<file path="src/rtl/ic_capture_ctrl.sv">
// ic_capture_ctrl: input-capture channel controller for one timer channel.
// Decodes the ICF filter code into a sampling strobe and sample count, detects
// qualifying edges on the filtered input, applies the capture prescaler and
// latches the timer counter into the capture register with CCxIF/CCxOF flags.
// Build option: define IC_OVERCAPTURE_EN to build the overcapture flag;
// without it ccof_o is tied low and ccof_clr_i is ignored.
module ic_capture_ctrl #(
  parameter int CNT_W = 16
) (
  input  logic             clk_i,
  input  logic             rst_i,
  input  logic [3:0]       icf_i,
  input  logic             af_i,
  input  logic             cce_i,
  input  logic             ccp_i,
  input  logic             ccnp_i,
  input  logic [1:0]       psc_i,
  input  logic [CNT_W-1:0] cnt_i,
  input  logic             ccif_clr_i,
  input  logic             ccof_clr_i,
  output logic             sample_en_o,
  output logic [3:0]       filt_n_o,
  output logic [CNT_W-1:0] ccr_o,
  output logic             ccif_o,
  output logic             ccof_o
);

  logic [4:0] div_m1;
  logic [4:0] div_cnt;
  logic [3:0] icf_q;
  logic [1:0] psc_q;
  logic       af_q;
  logic [2:0] ev_cnt;
  logic [2:0] ev_last;
  logic       rise;
  logic       fall;
  logic       evt_sel;
  logic       evt;
  logic       cap;

  // ICF code -> (divisor-1, consecutive-sample count)
  always_comb begin
    div_m1   = 5'd0;
    filt_n_o = 4'd1;
    case (icf_i)
      4'd0:  begin div_m1 = 5'd0;  filt_n_o = 4'd1; end
      4'd1:  begin div_m1 = 5'd0;  filt_n_o = 4'd2; end
      4'd2:  begin div_m1 = 5'd0;  filt_n_o = 4'd4; end
      4'd3:  begin div_m1 = 5'd0;  filt_n_o = 4'd8; end
      4'd4:  begin div_m1 = 5'd1;  filt_n_o = 4'd6; end
      4'd5:  begin div_m1 = 5'd1;  filt_n_o = 4'd8; end
      4'd6:  begin div_m1 = 5'd3;  filt_n_o = 4'd6; end
      4'd7:  begin div_m1 = 5'd3;  filt_n_o = 4'd8; end
      4'd8:  begin div_m1 = 5'd7;  filt_n_o = 4'd6; end
      4'd9:  begin div_m1 = 5'd7;  filt_n_o = 4'd8; end
      4'd10: begin div_m1 = 5'd15; filt_n_o = 4'd5; end
      4'd11: begin div_m1 = 5'd15; filt_n_o = 4'd6; end
      4'd12: begin div_m1 = 5'd15; filt_n_o = 4'd8; end
      4'd13: begin div_m1 = 5'd31; filt_n_o = 4'd5; end
      4'd14: begin div_m1 = 5'd31; filt_n_o = 4'd6; end
      default: begin div_m1 = 5'd31; filt_n_o = 4'd8; end
    endcase
  end

  // Sampling divider; restarts whenever the filter code changes.
  // icf_q loads the live code during reset so the first cycle out of reset
  // is not mistaken for a code change.
  always_ff @(posedge clk_i) begin
    if (rst_i) begin
      div_cnt <= 5'd0;
      icf_q   <= icf_i;
    end else begin
      icf_q <= icf_i;
      if ((icf_i != icf_q) || (div_cnt == div_m1)) div_cnt <= 5'd0;
      else                                         div_cnt <= div_cnt + 5'd1;
    end
  end

  assign sample_en_o = (div_cnt == div_m1);

  assign rise = af_i & ~af_q;
  assign fall = ~af_i & af_q;

  // Polarity selection; the reserved 10 code behaves as rising-edge.
  always_comb begin
    evt_sel = rise;
    case ({ccnp_i, ccp_i})
      2'b01:   evt_sel = fall;
      2'b11:   evt_sel = rise | fall;
      default: evt_sel = rise;
    endcase
  end

  assign evt     = cce_i & evt_sel;
  assign ev_last = 3'((4'd1 << psc_i) - 4'd1);
  assign cap     = evt & (ev_cnt == ev_last);

  // Edge-detect history and capture prescaler
  always_ff @(posedge clk_i) begin
    if (rst_i) begin
      af_q   <= 1'b0;
      psc_q  <= psc_i;
      ev_cnt <= 3'd0;
    end else begin
      af_q  <= af_i;
      psc_q <= psc_i;
      if (!cce_i || (psc_i != psc_q) || cap) ev_cnt <= 3'd0;
      else if (evt)                          ev_cnt <= ev_cnt + 3'd1;
    end
  end

  // Capture register and capture flag; a set wins over a same-cycle clear
  always_ff @(posedge clk_i) begin
    if (rst_i) begin
      ccr_o  <= '0;
      ccif_o <= 1'b0;
    end else begin
      if (cap) ccr_o <= cnt_i;
      if (cap)             ccif_o <= 1'b1;
      else if (ccif_clr_i) ccif_o <= 1'b0;
    end
  end

`ifdef IC_OVERCAPTURE_EN
  // Overcapture: capture while the previous one is still unacknowledged
  always_ff @(posedge clk_i) begin
    if (rst_i) begin
      ccof_o <= 1'b0;
    end else begin
      if (cap && ccif_o && !ccif_clr_i) ccof_o <= 1'b1;
      else if (ccof_clr_i)              ccof_o <= 1'b0;
    end
  end
`else
  logic unused_ccof_clr;
  assign unused_ccof_clr = ccof_clr_i;
  assign ccof_o = 1'b0;
`endif

endmodule
</file>
<file path="config.mk">
export PLATFORM = sky130hd
export DESIGN_NAME = ic_capture_ctrl
export DESIGN_NICKNAME = d
export VERILOG_FILES = /design/src/rtl/ic_capture_ctrl.sv
export SDC_FILE = /design/constraint.sdc
export NUM_CORES = 1
export LEC_CHECK = 0
export ABC_AREA = 0
export CAP_MARGIN = 40
export CORE_UTILIZATION = 40
export CTS_CLUSTER_DIAMETER = 40
export DETAILED_ROUTE_END_ITERATION = 7
export PLACE_DENSITY = 0.76
export SETUP_SLACK_MARGIN = 0.15
export SLEW_MARGIN = 5
export SYNTH_ARGS = -nofsm -noshare
export SYNTH_HDL_FRONTEND = slang
export SYNTH_SLANG_ARGS = --single-unit
</file>
<file path="constraint.sdc">
create_clock -name clk_i -period 2.2 [get_ports clk_i]
set_input_delay 0.44 -clock clk_i [delete_from_list [all_inputs] [get_ports clk_i]]
set_output_delay 0.44 -clock clk_i [all_outputs]
set_load 0.005 [all_outputs]
</file>
After elaboration in Yosys (flattened, before gate mapping)

Memory sizes are Yosys's and may differ from the RTL's.
Index checks and enable logic that the tools add are counted.

Add/subtract/negate cells: 3
Shift-type cells: 1
Mux-type cells: 3
Reductions and logical operators: 7
Eq/ne operators: 6
Bitwise operators: 7

Operator list:

| operator                                         | number |
|---|---|
| adder 5 x 1 -> 5 bit, second input constant      | 1 |
| == test 5 bit                                    | 1 |
| AND 1 bit                                        | 4 |
| inequality test 4 bit                            | 1 |
| OR reduction 2 bit                               | 2 |
| adder 3 x 1 -> 3 bit, second input constant      | 1 |
| == test 3 bit                                    | 1 |
| logical OR 1 bit                                 | 3 |
| << shifter 1 x 2 -> 3 bit, first input constant  | 1 |
| subtractor 3 x 1 -> 3 bit, second input constant | 1 |
| == test 2 x 1 -> 1 bit, second input constant    | 1 |
| == test 2 bit, second input constant             | 1 |
| 2-to-1 mux 1 bit                                 | 2 |
| inequality test 2 bit                            | 1 |
| NOT 1 bit                                        | 2 |
| one-hot mux 1 bit (2 select lines)               | 1 |
| nonzero test 2 bit                               | 1 |
| logical NOT 1 bit                                | 1 |
| bitwise OR 1 bit                                 | 1 |

Memories kept: 1
Output and inout bits: 23
Flip-flop bits (word level): 32
Logic and storage cells: 35
Bits in read-only memories: 144

Memories:

| memory          | depth | width | read ports | clocked after Yosys merged registers in | write ports | RTL line | source |
|---|---|---|---|---|---|---|---|
| (no name shown) | 16    | 9     | 1          | 0                                       | 0           | 45       | `case (icf_i)` |

Depth between registers and ports, before layout

Gate-level depths: netlist (run 1).

Word-level depth: 8
Gate-level depth with buffers: 7
Mapped depth without buffers: 6

Worst setup path before layout (run 1)

No wires, ideal clock.

Path kind: input to output
From: input port icf_i[0]
To: output port sample_en_o
Stages: 6
Slack: 0.273 ns
Arrival time: 1.487 ns
Cells stage by stage: inv_1 -> ha_1 -> xor2_1 -> a22o_1 -> a32o_1 -> and2_1

Longest elaborated chain between the ends: 2

Ends and longest elaborated chain:

| element             | RTL line | source |
|---|---|---|
| start: declaration  | 12       | `input logic [3:0] icf_i,` |
| memory (16 x 9 bit) | n/a      |  |
| == test 5 bit       | 79       | `assign sample_en_o = (div_cnt == div_m1);` |
| end: declaration    | 21       | `output logic sample_en_o,` |

Every way passes these cells.

Worst setup path after layout (run 1)

Ends and elaborated chain as after synthesis.

==> metrics.md, run 1 <==
| Metric | Value |
|---|---|
| Most common cell after layout, fill and taps aside | `clkdlybuf4s50_1` |
| Largest net degree at the start of global routing | `21` |
| CP Launch Type | `input port` |
| Initial antenna violation count | `0` |
| Clk pwr share | `40.0%` |
| Htree depth | `2` |
| Deepest clock path buffer count | `2` |
| Static Leakage | `1.02 nW` |
| Port Buffers | `50` |
| Share of layout cells above drive strength 1 | `21.2%` |
| Total power draw | `roughly 0.0014 W` |
| Setup CP Type | `in2out` |
| Status | `completed` |
| DRT Pass-1 Iters | `4` |
| Minimum clock period | `2.01 ns` |
| Remaining DRCs | `0` |
| Wire per inst | `between 10 and 15 um` |
| Ys Warns | `0` |
| Slew Limit Fails | `0` |
| Hold crit path type | `in2reg` |
| Post-synth EDFFs | `0` |
| Layout Nets | `between 200 and 300` |
| Die Span X | `slightly below 70 um` |
| Gate Count Post-Synth | `183` |
| Main synth FF type | `dfxtp_1` |
| Setup Skew | `0.00953 ns` |
| Final setup vio count | `0` |
| # diodes | `0` |
| Final WL | `3890 um` |
| Worst vdd ir | `between 500 and 600 uV` |
| Max_cap viols | `0` |
| TritonCTS clock tree | `yes` |
| Vias | `roughly 1500` |
| Seq/Total Area, Yosys | `between 30% and 40%` |
| Sw Pwr | `about 0.00033 W` |
| Post-Syn Area | `0.00176 mm^2` |
| Die area | `0.00467 mm^2` |
| CP Data Arrival Time | `roughly 1.6 ns` |
| Syn nets | `around 220` |
| Row cnt | `23` |
| P per Cell Area | `around 540 mW/mm^2` |
| Core footprint | `between 0.004 and 0.005 mm^2` |
| Final Hold Viols | `0` |
| Commonest non-fill, non-tap cells in the layout | `clkdlybuf4s50_1, nand2b_1, dfxtp_1` |
| Asr flop ratio synth | `0%` |
| CTS Root Cell | `clkbuf_8` |
| CTS Sinks | `32` |
| CTS buffer count | `5` |
| Post-DP HPWL | `2820 um` |
| Sequential share of power | `a little over two fifths` |
| Crit Path Max Fanout | `2` |
| Die Y | `slightly below 70 um` |
| Distinct cell type count after synthesis | `42` |
| CTS clk-pin slew, worst paths | `around 0.07 ns` |
| Fin crit share | `about 91%` |
| Starting Density | `a little over two fifths` |
| Worst EP required | `roughly 1.8 ns` |
| P_int | `approximately 0.0011 W` |
| Worst skew pair latency | `approximately 0.29 ns` |
| Sw frac | `between 20% and 30%` |
| Routability cong. | `just over 0.8` |
| Avg Inst Size Synth | `a little under 10 um^2` |
| Layout area overhead | `48.4%` |
| Seq cells post-synth | `32` |
| Vias per inst | `~5` |
| Logic gate share of total power | `17.1%` |
| Fmax | `around 0.5 GHz` |
| Top-level port count | `53` |
| CP Capture Type | `output port` |
| Remaining Overflow, GRT | `0` |
| Final instance area | `approximately 0.0026 mm^2` |
| First-pass GRT wire length | `6200 um` |
| Total track usage | `a little under a fifth` |
| RSZ-0062 raised after global routing | `yes` |
| Area post-placement | `0.00241 mm^2` |
| Vias in the first global route | `1443` |
| Iter 0 DRT Violations | `between 50 and 60` |
| Final ANT Viol Nets | `0` |
-- cell usage after synthesis, types with 2 or more instances --
cell type / number / share of area (%)
dfxtp_1: 32 / 36
nand2b_1: 32 / 11
mux2i_1: 18 / 10
ha_1: 10 / 7.1
nand2_1: 9 / 1.9
o21ai_0: 7 / 2.0
xor2_1: 7 / 3.5
nor2_1: 6 / 1.3
a211oi_1: 5 / 2.1
a21oi_1: 5 / 1.4
inv_1: 5 / 1.1
clkbuf_1: 4 / 0.85
nand3_1: 4 / 1.1
and3b_1: 3 / 1.5
xnor2_1: 3 / 1.5
and2b_2: 2 / 1.0
buf_2: 2 / 0.57
nand3b_1: 2 / 0.85
nand4_1: 2 / 0.71
nor2b_1: 2 / 0.71
nor3_1: 2 / 0.57
-- power by group through the flow --
stage                     sequential (W)  combinational [W]  clock, W
after floorplan                 0.000614           0.000100         0
after global placement          0.000614           0.000222         0
after detailed placement        0.000614           0.000226         0
after CTS                       0.000601           0.000235  0.000574
after global routing            0.000602           0.000259  0.000602
final                           0.000601           0.000239  0.000560
-- critical path: stages --
cell and delay (ns):
buf_6 0.07, inv_2 0.04, ha_4 0.15, xor2_1 0.13, a22o_1 0.23, a32o_2 0.26
and2_4 0.13, buf_2 0.12
-- metrics by stage --
| step | instances | setup TNS [ns] | worst slack [ns] | hold slack, ns | util [%] |
|---|---|---|---|---|---|
| after floorplan | 183 | 0 | 0.273 | 0.465 | - |
| after global placement | 293 | -7.29 | -0.599 | 0.459 | 58.5 |
| after detailed placement | 293 | -7.64 | -0.600 | 0.467 | 58.5 |
| after CTS | 305 | 0 | 0.105 | 0.478 | 63.0 |
| after global routing | 305 | 0 | 0.147 | 0.408 | 63.5 |
| final | 305 | 0 | 0.195 | 0.406 | 63.5 |
-- cell families after synthesis --
group                      share of synthesized area, %
other                                             0.213
muxes                                              10.9
DFF                                                36.4
xor gates and xnor gates                           4.98
AOI/OAI and AO/OA                                  12.1
adders and majority gates                          7.11
buffers and inverters                              4.05
and+or+nand+nor                                    24.3
-- final timing paths --
check | startpoint | depth (start not counted) | slack [ns] | endpoint
setup / recovery | icf_i[0] | 8 | 0.19 | sample_en_o
setup reg to reg | af_q | 6 | 0.63 | ccif_o
hold reg to reg | ccr_o[6] | 2 | 0.47 | ccr_o[6]
hold / removal | icf_i[1] | 2 | 0.41 | icf_q[1]
-- state kept, by name (all words and copies together) (netlist names) --
| name | cells |
|---|---|
| ccr_o | 16 |
| ev_cnt | 3 |
| icf_q | 4 |
| div_cnt | 5 |
| psc_q | 2 |
| af_q | 1 |
| ccif_o | 1 |
-- area by class of cell --
class	count	area, um^2
sequential	32	641
timing repair buffer	72	688
fill	377	1500
clock buffer	6	72.6
multi-input combinational	138	1090
clock inverter	2	35.0
tap	50	62.6
inverter	5	18.8
-- layer usage --
layer / track usage, % / vias up / wire length, um
met4: 10.9 / 0 / 73
met5: 0 / - / 0
met2: 30.6 / 35 / 1950
met1: 20.8 / 693 / 1700
li1: - / 770 / -
met3: 4.17 / 7 / 155
-- repair_timing --
action | in CTS | in global routing
hold buffers | 0 | 0
pin swaps | 4 | 3
endpoints found under the setup margin | 22 | 5
resized for setup | 31 | 11
buffers inserted | 4 | 0
(Power assumes the default switching activity.)
==> run 2, diff against run 1 <==
- CTS_CLUSTER_DIAMETER: 40 -> default
==> results of run 2 <==
No change in the layout: final DEF, timing and power equal those of run 1.
==> run 3, diff against run 2 <==
- PLACE_DENSITY: 0.76 -> 0.78
- clock period: 2.2 -> 1.7 ns (I/O delays scaled with it)
==> run 3 against run 2 <==
Net effect: the flow now finishes with violations (negative setup slack); die area stayed put; non-clock buffer count is 16 higher; critical path depth increased by 1; count of clock-buffer cells in the layout grew 1; clock power up 41%; power grew 39%; design area rose by 12%; core utilization increased by 7.7 points; cell count up 5.2%; sequential share of layout area shrank 2.5 points; largest cell class unchanged; largest power group is now the clock network.
==> metrics.md, run 3 (synthesis results as in run 1) <==
| Metric | Value |
|---|---|
| Status | `finished, violations left` |
| Failing checks | `negative setup slack` |
| Final Hold Viols | `0` |
| Die area | `about 0.0047 mm^2` |
| Vias per inst | `around 4.8` |
| CTS buffer count | `5` |
| CTS clk-pin slew, worst paths | `about 0.06 ns` |
| Final TNS setup | `-0.450 ns` |
| Setup Skew | `~0.0067 ns` |
| Wire per inst | `12.6 um` |
| # diodes | `0` |
| Final WL | `between 4000 and 5000 um` |
| Routability cong. | `about 0.8` |
| Most used cell, CP | `buf_6` |
| Hold crit path type | `in2reg` |
| Met2 routed wirelength | `between 1500 and 2000 um` |
| CP Capture Type | `output port` |
| Post-DP HPWL | `between 2000 and 3000 um` |
| Max_cap viols | `0` |
| Total power draw | `about 0.002 W` |
| CP Buf/Inv Count | `4` |
| Crit path cell chain | `buf_6, buf_8, inv_12, ha_4, xor2_1, a22o_1, a32o_2, and2_4, buf_6` |
| Highest metal used | `met4` |
| Vias in the first global route | `between 1000 and 1500` |
| Initial antenna violation count | `0` |
| Worst vdd ir | `~450 uV` |
| Top-level port count | `53` |
| Minimum clock period | `between 1.5 and 2 ns` |
| First-pass GRT wire length | `around 6500 um` |
| Biggest register | `ccr_o` |
| CP Data Arrival Time | `~1.5 ns` |
| Crit-path max cell delay | `about 0.25 ns` |
| Row cnt | `23` |
| Share of layout cells above drive strength 1 | `between 30% and 40%` |
| Remaining Overflow, GRT | `0` |
| Vias | `around 1600` |
| CTS Root Cell | `clkbuf_8` |
| Die Y | `68.3 um` |
| Placement Setup Slack | `-0.914 ns` |
| WL met3 | `roughly 150 um` |
| Area post-placement | `roughly 0.0025 mm^2` |
| Die Span X | `68.3 um` |
| Slowest-stage cell, CP | `a32o_2` |
| CP Launch Type | `input port` |
| Remaining DRCs | `0` |
| Crit Path Max Fanout | `3` |
| Largest registers | `ccr_o x16, div_cnt x5, icf_q x4` |
| Metal-1 WL | `about 1900 um` |
| Setup CP Type | `in2out` |
| Worst EP required | `approximately 1.4 ns` |
| TritonCTS clock tree | `yes` |
| Deepest clock path buffer count | `2` |
| Starting Density | `between 40% and 50%` |
| Layout Nets | `310` |
| Iter 0 DRT Violations | `47` |
| Fin crit share | `109%` |
| CTS Sinks | `32` |
| Final instance area | `0.00293 mm^2` |
| Worst reg-to-reg setup slack | `0.21 ns` |
| Slew Limit Fails | `0` |
| Largest register FFs | `16` |
| RSZ-0062 raised after global routing | `yes` |
| Largest delay share family, worst path | `compound AO/OA/AOI/OAI gates` |
| Core footprint | `roughly 0.0041 mm^2` |
| Fmax | `0.537 GHz` |
| Fillers | `~310` |
| Largest net degree at the start of global routing | `37` |
| Worst skew pair latency | `0.28 ns` |
| Most common cell after layout, fill and taps aside | `clkdlybuf4s50_1` |
| P per Cell Area | `approximately 660 mW/mm^2` |
| Layout area overhead | `66.4%` |
| Commonest non-fill, non-tap cells in the layout | `clkdlybuf4s50_1, nand2b_1, dfxtp_1` |
| Final ANT Viol Nets | `0` |
| Static Leakage | `~1.2 nW` |
| Port Buffers | `50` |
| Total track usage | `between 10% and 20%` |
| DRT Pass-1 Iters | `4` |
| Final setup vio count | `4` |
| Final setup margin | `-0.161 ns` |
| WHS | `~0.43 ns` |
| Htree depth | `2` |
-- run 3: changes by cell type in the layout (fill, tap and decap cells not counted), sizes merged, moves of 2 or more --
cell	previous run	this run
buf	26	44
clkdlybuf4s50	41	35
clkbuf	6	9
dlymetal6s2s	0	2
-- run 3: routing by layer --
layer  vias up  GRT usage, %
met1       713          22.8
li1        801             -
met5         -             0
met2        32          32.7
met4         0          3.91
met3         4          4.00
-- run 3: worst paths after layout --
path                                from     endpoint  cells after the start
worst max-delay path            icf_i[1]  sample_en_o                      9
worst min-delay path                af_i         af_q                      4
worst max register to register      af_q       ccif_o                      7
worst min register to register  ccr_o[4]     ccr_o[4]                      2
-- run 3: area by class of cell --
| class | count | area [um^2] | share of cell area (%) |
|---|---|---|---|
| inverters | 5 | 38.8 | 1.32 |
| clock inverters | 1 | 30.0 | 1.03 |
| clock buffers | 7 | 96.3 | 3.29 |
| multi-input cells | 138 | 1210 | 41.3 |
| well taps | 50 | 62.6 | 2.14 |
| flip-flops and latches | 32 | 644 | 22.0 |
| repair buffers | 88 | 847 | 28.9 |
-- run 3: power breakdown --
group / internal (W) / switching [W]
logic: 0.000228 / 0.000150
registers: 0.000768 / 0.0000102
clock network: 0.000517 / 0.000273
total: 0.00151 / 0.000433
-- run 3: metrics by stage --
stage / utilization, % / cells
3_5_place_dp: 61.7 / 300
5_1_grt: 71.2 / 321
2_1_floorplan: - / 183
6_report: 71.2 / 321
4_1_cts: 69.3 / 320
3_3_place_gp: 61.7 / 300
-- run 3: worst min-delay path, delay by kind of cell --
family        cells  cell delay [ns]
simple gates      1             0.03
buf+inv           3             0.30
-- run 3: what timing repair did --
item	4_1_cts	5_1_grt
hold buffers	0	0
setup endpoints to repair	30	22
pin swaps	10	9
setup buffers	10	1
gates cloned	2	0
gates resized for setup	68	20
